File: src/rtl/rand_arb_pkg.sv
// Shared types and constants for the rand32 arbiter slice.
package rand_arb_pkg;

  typedef enum logic [1:0] {
    IDLE = 2'd0,
    WAIT = 2'd1,
    RESP = 2'd2
  } state_e;

  localparam int CNT_W = 4;

endpackage

File: src/rtl/rand32_arbiter_if.sv
// Client/generator bundle of the rand32 arbiter; master = client+generator side, slave = arbiter.
interface rand32_arbiter_if #(
  parameter int NUM_CLIENTS = 4
) ();

  logic [NUM_CLIENTS-1:0] REQ_VALID;
  logic [NUM_CLIENTS-1:0] REQ_READY;
  logic [NUM_CLIENTS-1:0] RESP_VALID;
  logic [NUM_CLIENTS-1:0] RESP_READY;
  logic [31:0]            RESP_DATA;
  logic                   RAND_REQ;
  logic [31:0]            RAND_DATA;
  logic                   BUSY;

  modport master (
    output REQ_VALID, RESP_READY, RAND_DATA,
    input  REQ_READY, RESP_VALID, RESP_DATA, RAND_REQ, BUSY
  );

  modport slave (
    input  REQ_VALID, RESP_READY, RAND_DATA,
    output REQ_READY, RESP_VALID, RESP_DATA, RAND_REQ, BUSY
  );

endinterface

File: src/rtl/rr_pick.sv
// Combinational round-robin picker: first requester after the last winner, wrapping around.
module rr_pick #(
  parameter int NUM_CLIENTS = 4,
  parameter int IDX_W       = $clog2(NUM_CLIENTS)
) (
  input  logic [NUM_CLIENTS-1:0] req_i,
  input  logic [IDX_W-1:0]       last_i,
  output logic [NUM_CLIENTS-1:0] gnt_o,
  output logic [IDX_W-1:0]       idx_o,
  output logic                   any_o
);

  logic [IDX_W-1:0] cand_s;

  // Scan offsets 1..NUM_CLIENTS from last; the last winner is checked only after everyone else.
  always_comb begin
    gnt_o  = '0;
    idx_o  = '0;
    any_o  = 1'b0;
    cand_s = '0;
    for (int off = 1; off <= NUM_CLIENTS; off++) begin
      cand_s = IDX_W'((int'(last_i) + off) % NUM_CLIENTS);
      if (!any_o && req_i[cand_s]) begin
        any_o         = 1'b1;
        idx_o         = cand_s;
        gnt_o[cand_s] = 1'b1;
      end else begin
        any_o = any_o;
      end
    end
  end

endmodule

File: src/rtl/rand32_arbiter.sv
// Shares one 32-bit random generator among NUM_CLIENTS requesters, one transaction at a time.
module rand32_arbiter
  import rand_arb_pkg::*;
#(
  parameter int NUM_CLIENTS = 4,
  parameter int LATENCY     = 1
) (
  input  logic           CLK,
  input  logic           RESET,
  rand32_arbiter_if.slave bus
);

  localparam int IDX_W = $clog2(NUM_CLIENTS);

  state_e                 state_q, state_d;
  logic [CNT_W-1:0]       cnt_q, cnt_d;
  logic [IDX_W-1:0]       winner_q, winner_d;
  logic [IDX_W-1:0]       last_q, last_d;
  logic [31:0]            resp_data_q, resp_data_d;

  logic [NUM_CLIENTS-1:0] pick_gnt_s;
  logic [IDX_W-1:0]       pick_idx_s;
  logic                   pick_any_s;
  logic [NUM_CLIENTS-1:0] req_ready_s;
  logic [NUM_CLIENTS-1:0] resp_valid_s;
  logic                   rand_req_s;

  rr_pick #(
    .NUM_CLIENTS (NUM_CLIENTS),
    .IDX_W       (IDX_W)
  ) u_pick (
    .req_i  (bus.REQ_VALID),
    .last_i (last_q),
    .gnt_o  (pick_gnt_s),
    .idx_o  (pick_idx_s),
    .any_o  (pick_any_s)
  );

  // Next-state and handshake outputs of the grant/wait/respond sequence.
  always_comb begin
    state_d      = state_q;
    cnt_d        = cnt_q;
    winner_d     = winner_q;
    last_d       = last_q;
    resp_data_d  = resp_data_q;
    req_ready_s  = '0;
    resp_valid_s = '0;
    rand_req_s   = 1'b0;
    case (state_q)
      IDLE: begin
        if (pick_any_s) begin
          req_ready_s = pick_gnt_s;
          rand_req_s  = 1'b1;
          winner_d    = pick_idx_s;
          cnt_d       = CNT_W'(LATENCY);
          state_d     = WAIT;
        end else begin
          state_d = IDLE;
        end
      end
      WAIT: begin
        // Generator word is valid in the cycle the count reaches 1.
        if (cnt_q <= CNT_W'(1)) begin
          resp_data_d = bus.RAND_DATA;
          cnt_d       = CNT_W'(0);
          state_d     = RESP;
        end else begin
          cnt_d = cnt_q - CNT_W'(1);
        end
      end
      RESP: begin
        resp_valid_s[winner_q] = 1'b1;
        if (bus.RESP_READY[winner_q]) begin
          last_d  = winner_q;
          state_d = IDLE;
        end else begin
          state_d = RESP;
        end
      end
      default: begin
        state_d = IDLE;
        cnt_d   = CNT_W'(0);
      end
    endcase
  end

  // State, counter, winner/last and response-data registers.
  always_ff @(posedge CLK or negedge RESET) begin
    if (!RESET) begin
      state_q     <= IDLE;
      cnt_q       <= CNT_W'(0);
      winner_q    <= IDX_W'(0);
      last_q      <= IDX_W'(NUM_CLIENTS - 1);
      resp_data_q <= 32'h0000_0000;
    end else begin
      state_q     <= state_d;
      cnt_q       <= cnt_d;
      winner_q    <= winner_d;
      last_q      <= last_d;
      resp_data_q <= resp_data_d;
    end
  end

  // Grant strobes are combinational from IDLE, so reset must mask them directly.
  assign bus.REQ_READY  = req_ready_s & {NUM_CLIENTS{RESET}};
  assign bus.RAND_REQ   = rand_req_s & RESET;
  assign bus.RESP_VALID = resp_valid_s;
  assign bus.RESP_DATA  = resp_data_q;
  assign bus.BUSY       = (state_q != IDLE);

endmodule

File: src/flat_wrapper.sv
// flat-port wrapper written by rule: the top's interface ports become plain ports
module rand32_arbiter_flat import rand_arb_pkg::*;
#(
  parameter int NUM_CLIENTS = 4,
  parameter int LATENCY     = 1
)
  (CLK, RESET, bus_REQ_VALID, bus_RESP_READY, bus_RAND_DATA, bus_REQ_READY, bus_RESP_VALID, bus_RESP_DATA, bus_RAND_REQ, bus_BUSY);
  rand32_arbiter_if #(.NUM_CLIENTS(NUM_CLIENTS)) bus_i ();
  input  logic CLK;
  input  logic RESET;
  input wire logic [$bits(bus_i.REQ_VALID)-1:0] bus_REQ_VALID;
  input wire logic [$bits(bus_i.RESP_READY)-1:0] bus_RESP_READY;
  input wire logic [$bits(bus_i.RAND_DATA)-1:0] bus_RAND_DATA;
  output wire logic [$bits(bus_i.REQ_READY)-1:0] bus_REQ_READY;
  output wire logic [$bits(bus_i.RESP_VALID)-1:0] bus_RESP_VALID;
  output wire logic [$bits(bus_i.RESP_DATA)-1:0] bus_RESP_DATA;
  output wire logic [$bits(bus_i.RAND_REQ)-1:0] bus_RAND_REQ;
  output wire logic [$bits(bus_i.BUSY)-1:0] bus_BUSY;
  assign bus_i.REQ_VALID = bus_REQ_VALID;
  assign bus_i.RESP_READY = bus_RESP_READY;
  assign bus_i.RAND_DATA = bus_RAND_DATA;
  assign bus_REQ_READY = bus_i.REQ_READY;
  assign bus_RESP_VALID = bus_i.RESP_VALID;
  assign bus_RESP_DATA = bus_i.RESP_DATA;
  assign bus_RAND_REQ = bus_i.RAND_REQ;
  assign bus_BUSY = bus_i.BUSY;
  rand32_arbiter #(.NUM_CLIENTS(NUM_CLIENTS), .LATENCY(LATENCY)) u_core (.CLK(CLK), .RESET(RESET), .bus(bus_i));
endmodule
File: config.mk
export PLATFORM = sky130hd
export DESIGN_NAME = rand32_arbiter_flat
export DESIGN_NICKNAME = d
export VERILOG_FILES = /design/src/rtl/rand_arb_pkg.sv /design/src/rtl/rand32_arbiter_if.sv /design/src/rtl/rr_pick.sv /design/src/rtl/rand32_arbiter.sv /design/src/flat_wrapper.sv
export SDC_FILE = /design/constraint.sdc
export NUM_CORES = 1
export LEC_CHECK = 0
export CAP_MARGIN = 40
export CORE_MARGIN = 5
export CORE_UTILIZATION = 46
export CTS_BUF_LIST = sky130_fd_sc_hd__clkbuf_4
export DETAILED_ROUTE_END_ITERATION = 10
export GPL_ROUTABILITY_DRIVEN = 0
export PLACE_DENSITY = 0.79
export SLEW_MARGIN = 20
export SYNTH_ARGS = -nofsm -noshare
export SYNTH_HDL_FRONTEND = slang
export SYNTH_SLANG_ARGS = --single-unit
File: constraint.sdc
create_clock -name CLK -period 2.85 [get_ports CLK]
set_clock_uncertainty 0.05 [all_clocks]
set_input_delay 0.4275 -clock CLK [delete_from_list [all_inputs] [get_ports CLK]]
set_output_delay 0.4275 -clock CLK [all_outputs]
set_load 0.01 [all_outputs]
==> results of run 1 <==
[registers in the layout, summed over array words and instances, names as in the netlist]
| signal | count |
|---|---|
| u_core.bus.RESP_DATA | 32 |
| u_core.cnt_q | 4 |
| u_core.last_q | 2 |
| u_core.state_q | 2 |
| u_core.winner_q | 2 |
[worst min-delay path by stage]
| stage | start | to | slack [ns] | cells after the start |
|---|---|---|---|---|
| 4_1_cts | RESET | u_core.bus.RESP_DATA[14]$_DFFE_PN0P_ | 0.16 | 2 |
| 2_1_floorplan | RESET | u_core.bus.RESP_DATA[0]$_DFFE_PN0P_ | 0.08 | 0 |
| 6_report | RESET | u_core.bus.RESP_DATA[30]$_DFFE_PN0P_ | 0.15 | 2 |
| 3_5_place_dp | u_core.bus.RESP_DATA[5]$_DFFE_PN0P_ | u_core.bus.RESP_DATA[5]$_DFFE_PN0P_ | 0.45 | 1 |
| 5_1_grt | RESET | u_core.bus.RESP_DATA[25]$_DFFE_PN0P_ | 0.19 | 2 |
| 3_3_place_gp | u_core.bus.RESP_DATA[31]$_DFFE_PN0P_ | u_core.bus.RESP_DATA[31]$_DFFE_PN0P_ | 0.44 | 1 |
[cell type report]
| type | count | area [µm²] | area share (%) |
|---|---|---|---|
| Multi-Input combinational cell | 124 | 1190 | 33.7 |
| Sequential cell | 42 | 1050 | 29.8 |
| Clock inverter | 3 | 63.8 | 1.80 |
| Tap cell | 67 | 83.8 | 2.37 |
| Timing Repair Buffer | 115 | 1080 | 30.5 |
| Inverter | 8 | 30.0 | 0.848 |
| Clock buffer | 5 | 37.5 | 1.06 |
[report_power, final]
part	leakage, µW	switching (µW)	internal [µW]
sequential	0.000499	193	902
clock	0.0000528	196	270
combinational	0.000951	937	1300
total	0.00150	1330	2470
[through the flow]
stage	std cells	cell area, µm²
after floorplan	182	2280
after global placement	346	3320
after detailed placement	346	3320
after CTS	361	3500
after global routing	364	3540
final	364	3540
[worst register-to-register path, cell delays in order, from the launching register on]
cell	delay, ns
dfstp_2	0.60
buf_12	0.12
mux4_2	0.54
buf_6	0.16
buf_4	0.13
nor2b_1	0.13
nor4_1	0.33
o31ai_1	0.10
[layer usage]
metal / vias up / wire length (µm) / global-route usage (%) / share of wire, %
li1: 889 / - / - / -
met1: 893 / 2210 / 22.0 / 36
met2: 85 / 2970 / 32.7 / 49
met3: 13 / 822 / 10.9 / 13
met4: 0 / 109 / 8.95 / 1.8
met5: - / 0 / 0 / 0
[what timing repair did]
| action | in CTS | in global routing |
|---|---|---|
| endpoints found under the setup margin | 5 | 5 |
| pin swaps | 5 | 9 |
| setup buffers | 7 | 3 |
| gates resized for setup | 23 | 5 |
[cell families (layout without fill, tap and decap cells)]
kind of cell	Yosys count	count (layout)	synth area share (%)
muxes	39	39	20.8
AOI/OAI and AO/OA	30	30	12.6
adders and majority gates	10	10	5.49
DFF	42	42	46.2
buffers and inverters	16	131	3.57
and+or+nand+nor	45	45	11.3
[cells in the final DEF, fill, tap and decap left out, types with 3 or more instances in the layout]
cell and instances:
a2111oi_4 3, a221o_1 4, clkbuf_4 5, mux2_2 34, o21bai_1 3, inv_1 7, buf_4 29, a21oi_1 7
nor2_1 8, ha_1 9, dfrtp_1 40, buf_2 5, nand2_1 13, mux4_2 3, nand3b_1 6, clkdlybuf4s50_1 75
==> run metrics, run 1 <==
outcome complete, no violations; CP bufs+invs 3; hold_ws 0.153 ns; Antenna diodes 0; Final min period 2.77 ns; Final setup viols 0; Setup TNS 0 ns; Nets 348; FP Rows 25; mapped cell area 2280 µm²; filler cell count 341; post-route setup slack 0.0784 ns; IO Port Bufs 83; leakage about 0.0015 µW; Residual DRC 0; vias in the first global route 2099; crit-path max cell delay 0.60 ns; Reg clk slew, reported paths 0.13 ns; Crit. End Element primary output; ANT nets after route 0; Synth-to-Final Area Change 55.3%; Max Clock Freq 361 MHz; CTS Buffer Depth 2; area leader, netlist dfrtp_1; Reg2Reg Depth 7; most common library cells after synthesis dfrtp_1 (40), mux2_2 (34), nand2_1 (13); RSZ-0062 raised after global routing true; first-pass GRT wire length 10000 µm; CP startpoint kind flip-flop; area share of the largest cell type after synthesis 43.9%; CP max-delay cell dfstp_2; CP max FO 5; Seq/Total Area, Yosys 46.2%; synth top area cells dfrtp_1 (44%), mux2_2 (17%), ha_1 (5.5%); DRT iter0 DRCs 65; Reg2Reg Capture Point u_core.winner_q[0]$_DFFE_PN0P_; CTS sink cnt 42; top_reg_cell synth dfrtp_1; antenna violations before repair 0; critical path type flip-flop to primary output; Worst Hold Class primary input to asynchronous set/reset pin; CTS tree done; Post-synth EDFFs 0; worst path cell trace buf_12 -> mux4_2 -> buf_6 -> nand3b_1 -> a21oi_1 -> a221o_1 -> buf_2; die area 6460 µm²; Post-DP HPWL 4490 µm; core area 4750 µm²; Initial Utilization 47.9%; # hold bufs at CTS 0; Via density 5.16; Critical Path RT 2.37 ns; register bit total from synthesis 42; Yosys cell types 42; Mapped Cells 182; DP Worst Slack -0.323 ns; WP depth 7; ys async rst share 100%; Top Family by Delay on Critical Path flip-flops; die height 80.4 µm; routed len/inst 16.8 µm; overall power between 3000 and 4000 µW; Worst IR Drop VDD 647 µV; Crit. Startpoint u_core.last_q[0]$_DFFE_PN1P_; layout cells sized above 1 32.7%; PwrDens approximately 1100 nW/µm²; clock buffer count from CTS 5; Clk Tree Root Cell clkbuf_4; final wirelength 6110 µm; CTS H-tree depth 2; Setup crit end bus_REQ_READY[0]; Least-Margin Pin Slew 0.804 ns; Final Hold Fails 0; Avg Cell Area, Syn 12.5 µm²; syn_nets 234; Finished Core Util ~74%; largest net degree at the start of global routing 43; routed via count around 1900; worst path arrival time 2.29 ns; max-slew violations 0; Rel. slew slack between 40 and 50%; Pre-antenna DRT Iters 4; worst r2r src u_core.last_q[0]$_DFFE_PN1P_; I/O pin cnt between 80 and 90; gr ovfl total 0; post-route clock period utilization between 90% and 100%; gr usage total between 20% and 30%; Die X about 80 µm; reg-to-reg setup timing slack ~0.57 ns; max-cap viol count 0; YS warnings 0; most common cell in the synthesized netlist dfrtp_1; clk_lat worst skew between 0.3 and 0.4 ns
Note: power is estimated with default switching activity, not from simulation.
==> inputs of run 2 (changes only) <==
--- a/config.mk
+++ b/config.mk
@@ -9,8 +9,10 @@
 export CORE_MARGIN = 5
 export CORE_UTILIZATION = 46
 export CTS_BUF_LIST = sky130_fd_sc_hd__clkbuf_4
+export CTS_CLUSTER_SIZE = 25
 export DETAILED_ROUTE_END_ITERATION = 10
 export GPL_ROUTABILITY_DRIVEN = 0
+export GPL_TIMING_DRIVEN = 0
 export PLACE_DENSITY = 0.79
 export SLEW_MARGIN = 20
 export SYNTH_ARGS = -nofsm -noshare
==> run metrics, run 2 (synthesized netlist as in run 1, its figures left out) <==
CP max FO 8; most frequent cells in the layout clkdlybuf4s50_1 (76), dfrtp_1 (40), mux2_2 (34); Rel. slew slack a little under half; Post-DP HPWL 4280 µm; RSZ-0062 raised after global routing true; Residual DRC 0; gr usage total 20.4%; Synth-to-Final Area Change 50.9%; antenna violations before repair 0; routed via count 1904; max FFs per register 32; gr ovfl total 0; crit-path max cell delay 0.59 ns; die height 80.4 µm; post-route clock period utilization 101%; Clk Tree Root Cell clkbuf_4; most common cell after layout, fill and taps aside clkdlybuf4s50_1; hold_ws 0.0791 ns; outcome finished with violations; Top Family by Delay on Critical Path multiplexers; clk_lat worst skew 0.35 ns; routed len/inst about 17 µm; core area approximately 4800 µm²; CTS sink cnt 42; critical path type flip-flop to primary output; post-route setup slack -0.0251 ns; worst r2r src u_core.last_q[0]$_DFFE_PN1P_; sequential cell area 1050 µm²; layout cells sized above 1 between 30 and 40%; leakage 0.00143 µW; Max Clock Freq 348 MHz; IO Port Bufs 81; overall power 3600 µW; filler cell count 337; max-cap viol count 0; Reg clk slew, reported paths 0.12 ns; Finished Core Util 72.4%; final std cells w/o fill 358; PwrDens 1050 nW/µm²; Final Hold Fails 0; reg-to-reg setup timing slack 0.69 ns; clock buffer count from CTS 5; Reg2Reg Depth 6; final wirelength 6120 µm; Worst Hold Class primary input to asynchronous set/reset pin; largest net degree at the start of global routing 30; Critical Path RT around 2.4 ns; CP startpoint kind flip-flop; CP max-delay cell mux4_2; DP Worst Slack -0.601 ns; Reg2Reg Capture Point u_core.winner_q[0]$_DFFE_PN0P_; max-slew violations 0; first-pass GRT wire length 10000 µm; Worst IR Drop VDD 610 µV; Antenna diodes 0; Nets 342; Die X 80.4 µm; Crit. End Element primary output; Final setup viols 4; Via density 5.32; Least-Margin Pin Slew about 0.81 ns; CTS Buffer Depth 2; area taken by multi-input logic gates 1190 µm²; worst path arrival time about 2.4 ns; failing checks setup timing; Final min period 2.88 ns; Pre-antenna DRT Iters 4; CP bufs+invs 3; CTS H-tree depth 2; DRT iter0 DRCs 84; FP Rows 25; die area between 6000 and 7000 µm²; vias in the first global route 1956; I/O pin cnt 84; Initial Utilization 47.9%; worst path cell trace buf_6 -> mux4_2 -> a2111oi_4 -> buf_4 -> a221o_1 -> buf_2; CTS tree done; ANT nets after route 0; dpl cells 331
[run 2: cell types whose count changed in the layout (fill, tap and decap cells not counted), sizes merged]
cell,delta
buf,-6
bufinv,-2
clkinvlp,+2
dlymetal6s2s,-2
clkdlybuf4s50,+1
clkinv,+1
dlygate4sd2,-1
dlygate4sd3,+1
inv,-1
mux4,+1
[run 2: final cells by class]
class	instances	share of cell area, %
multi-input cells	125	34.5
flip-flops and latches	42	30.6
repair buffers	100	28.1
well taps	67	2.44
plain buffers	8	1.67
inverters	8	1.13
clock buffers	5	1.09
clock inverters	3	0.473
[run 2: worst max-delay path by stage]
stage	end	cells past startpoint	slack, ns	startpoint
5_1_grt	bus_REQ_READY[1]	6	-0.16	u_core.last_q[0]$_DFFE_PN1P_
3_5_place_dp	bus_REQ_READY[1]	8	-0.60	u_core.last_q[0]$_DFFE_PN1P_
4_1_cts	bus_REQ_READY[1]	6	-0.01	u_core.last_q[0]$_DFFE_PN1P_
3_3_place_gp	bus_REQ_READY[3]	5	-1.76	RESET
6_report	bus_REQ_READY[1]	6	-0.03	u_core.last_q[0]$_DFFE_PN1P_
2_1_floorplan	bus_REQ_READY[0]	7	0.16	u_core.last_q[0]$_DFFE_PN1P_
[run 2: metrics by stage]
| stage | setup TNS, ns | area (µm²) |
|---|---|---|
| 3_5_place_dp | -2.38 | 3190 |
| 2_1_floorplan | 0 | 2280 |
| 3_3_place_gp | -8.24 | 3170 |
| 6_report | -0.0444 | 3440 |
| 4_1_cts | -0.0107 | 3410 |
| 5_1_grt | -0.459 | 3440 |
[run 2: worst min-delay path: cells and delay by family]
family / cells / cell delay [ns]
buf+inv: 3 / 0.41
[run 2: timing repair]
action | 4_1_cts | 5_1_grt
setup endpoints to repair | 4 | 4
hold buffers | 2 | 0
cloned | 1 | 0
resized for setup | 28 | 1
setup buffers | 13 | 3
endpoints found under the hold margin | 11 | 0
pin swaps | 8 | 1
[run 2: where the power goes]
| part | switching [µW] | total (µW) | internal (µW) |
|---|---|---|---|
| Combinational | 930 | 2210 | 1280 |
| Clock | 196 | 288 | 91.9 |
| Sequential | 198 | 1100 | 903 |
| Total | 1320 | 3600 | 2280 |
[run 2: per-layer routing]
| layer | vias up | wire [µm] | track usage, % |
|---|---|---|---|
| met1 | 937 | 2480 | 24.6 |
| met2 | 73 | 2960 | 33.3 |
| met4 | 0 | 90 | 5.57 |
| met3 | 7 | 593 | 8.63 |
| met5 | - | 0 | 0 |
| li1 | 887 | - | - |
==> inputs of run 3 (changes only) <==
--- a/config.mk
+++ b/config.mk
@@ -9,11 +9,12 @@
 export CORE_MARGIN = 5
 export CORE_UTILIZATION = 46
 export CTS_BUF_LIST = sky130_fd_sc_hd__clkbuf_4
+export CTS_CLUSTER_DIAMETER = 80
 export CTS_CLUSTER_SIZE = 25
 export DETAILED_ROUTE_END_ITERATION = 10
 export GPL_ROUTABILITY_DRIVEN = 0
 export GPL_TIMING_DRIVEN = 0
-export PLACE_DENSITY = 0.79
+export PLACE_DENSITY = 0.88
 export SLEW_MARGIN = 20
 export SYNTH_ARGS = -nofsm -noshare
 export SYNTH_HDL_FRONTEND = slang
==> run metrics, run 3 (synthesized netlist as in run 1, its figures left out) <==
Least-Margin Pin Slew roughly 0.78 ns; gr ovfl total 0; CTS H-tree depth 2; Rel. slew slack roughly 47%; Final setup viols 4; Die X 80.4 µm; first-pass GRT wire length 10500 µm; Reg clk slew, reported paths 0.13 ns; largest net degree at the start of global routing 23; PwrDens 1100 nW/µm²; max-cap viol count 0; Worst Hold Class primary input to asynchronous set/reset pin; Via density 5.39; DP Worst Slack -0.620 ns; DRT iter0 DRCs 41; layout cells sized above 1 33.7%; IO Port Bufs 81; FP Rows 25; CP startpoint kind flip-flop; failing checks setup timing; outcome finished with violations; core area 4750 µm²; worst path cell trace buf_6 -> inv_6 -> ha_4 -> buf_4 -> mux4_2 -> nand2_1 -> a21oi_2 -> a221o_1 -> buf_2; crit-path max cell delay about 0.6 ns; die area 6460 µm²; Clk Tree Root Cell clkbuf_4; reg-to-reg setup timing slack slightly below 0.6 ns; antenna violations before repair 0; vias in the first global route 2194; Reg2Reg Depth 7; CP max-delay cell dfstp_2; Antenna diodes 0; Nets roughly 350; RSZ-0062 raised after global routing true; I/O pin cnt 84; worst r2r src u_core.last_q[0]$_DFFE_PN1P_; worst path arrival time 2.47 ns; clk_lat worst skew 0.36 ns; gr usage total between 20% and 30%; most frequent cells in the layout clkdlybuf4s50_1 (76), dfrtp_1 (40), mux2_2 (34); CTS Buffer Depth 2; CTS tree done; Worst IR Drop VDD between 600 and 700 µV; hold_ws between 0.4 and 0.5 ns; ANT nets after route 0; max-slew violations 0; final wirelength 7060 µm; routed len/inst 19.6 µm; placed cell area 3200 µm²; max FFs per register 32; CP max FO 5; critical path type flip-flop to primary output; Pre-antenna DRT Iters 4; Residual DRC 0; Synth-to-Final Area Change 53.9%; most common cell after layout, fill and taps aside clkdlybuf4s50_1; Reg2Reg Capture Point u_core.winner_q[0]$_DFFE_PN0P_; clock buffer count from CTS 5; Crit. End Element primary output; CTS sink cnt between 40 and 50; Max Clock Freq 339 MHz; die height 80.4 µm; routed via count 1945; Initial Utilization 47.9%; Critical Path RT 2.37 ns; post-route setup slack -0.102 ns; Final Hold Fails 0; Post-DP HPWL 4550 µm; post-route clock period utilization 104%; post-route cell area 3510 µm²; Final min period 2.95 ns; leakage 0.00146 µW
-- run 3: worst max-delay path by stage --
stage                             to  slack, ns  depth (start not counted)                    startpoint
CTS                 bus_REQ_READY[1]      0.007                          8  u_core.last_q[0]$_DFFE_PN1P_
global placement    bus_REQ_READY[1]      -1.74                          5                         RESET
detailed placement  bus_REQ_READY[1]      -0.62                          8  u_core.last_q[0]$_DFFE_PN1P_
floorplan           bus_REQ_READY[0]       0.16                          7  u_core.last_q[0]$_DFFE_PN1P_
finish              bus_REQ_READY[3]      -0.10                          9  u_core.last_q[0]$_DFFE_PN1P_
global route        bus_REQ_READY[3]      -0.15                          9  u_core.last_q[0]$_DFFE_PN1P_
-- run 3: per-layer routing --
metal	up-vias	global-route usage [%]	part of all wire, %
met5	-	0	0
met4	0	7.94	1.5
met3	11	9.87	10
met2	83	37.5	51
met1	962	22.3	38
li1	889	-	-
-- run 3: layout make-up --
type	instances	area (µm²)
flip-flops and latches	42	1050
clock buffers	7	52.6
clock inverters	1	30.0
repair buffers	103	993
multi-input cells	125	1200
fillers	326	1250
well taps	67	83.8
plain buffers	8	57.6
inverters	8	38.8
-- run 3: power breakdown --
group / internal, µW / leakage [µW] / switching [µW]
registers: 903 / 0.000499 / 215
clock network: 205 / 0.0000463 / 198
logic: 1340 / 0.000913 / 1010
-- run 3: metrics by stage --
stage               util (%)  cells  setup TNS, ns  total power [µW]
floorplan                  -    182              0              2210
global placement        66.8    330          -8.07              2990
detailed placement      67.2    331          -2.45              3080
CTS                     72.2    354              0              3700
global route            73.8    361         -0.554              4100
finish                  73.8    361         -0.274              3870
-- run 3: worst max-delay path: cells and delay by family, from the launching register on --
kind,cells,cell delay (ns)
simple gates,1,0.14
mux,1,0.35
buf+inv,4,0.43
fa+ha+maj,1,0.28
compound gates,2,0.33
flops,1,0.59
-- run 3: repair_timing --
item,in CTS,in global routing
pin swaps,5,4
setup endpoints to repair,4,4
resized for setup,28,9
cloned,1,0
hold buffers,2,0
endpoints found under the hold margin,11,0
buffers inserted,12,7
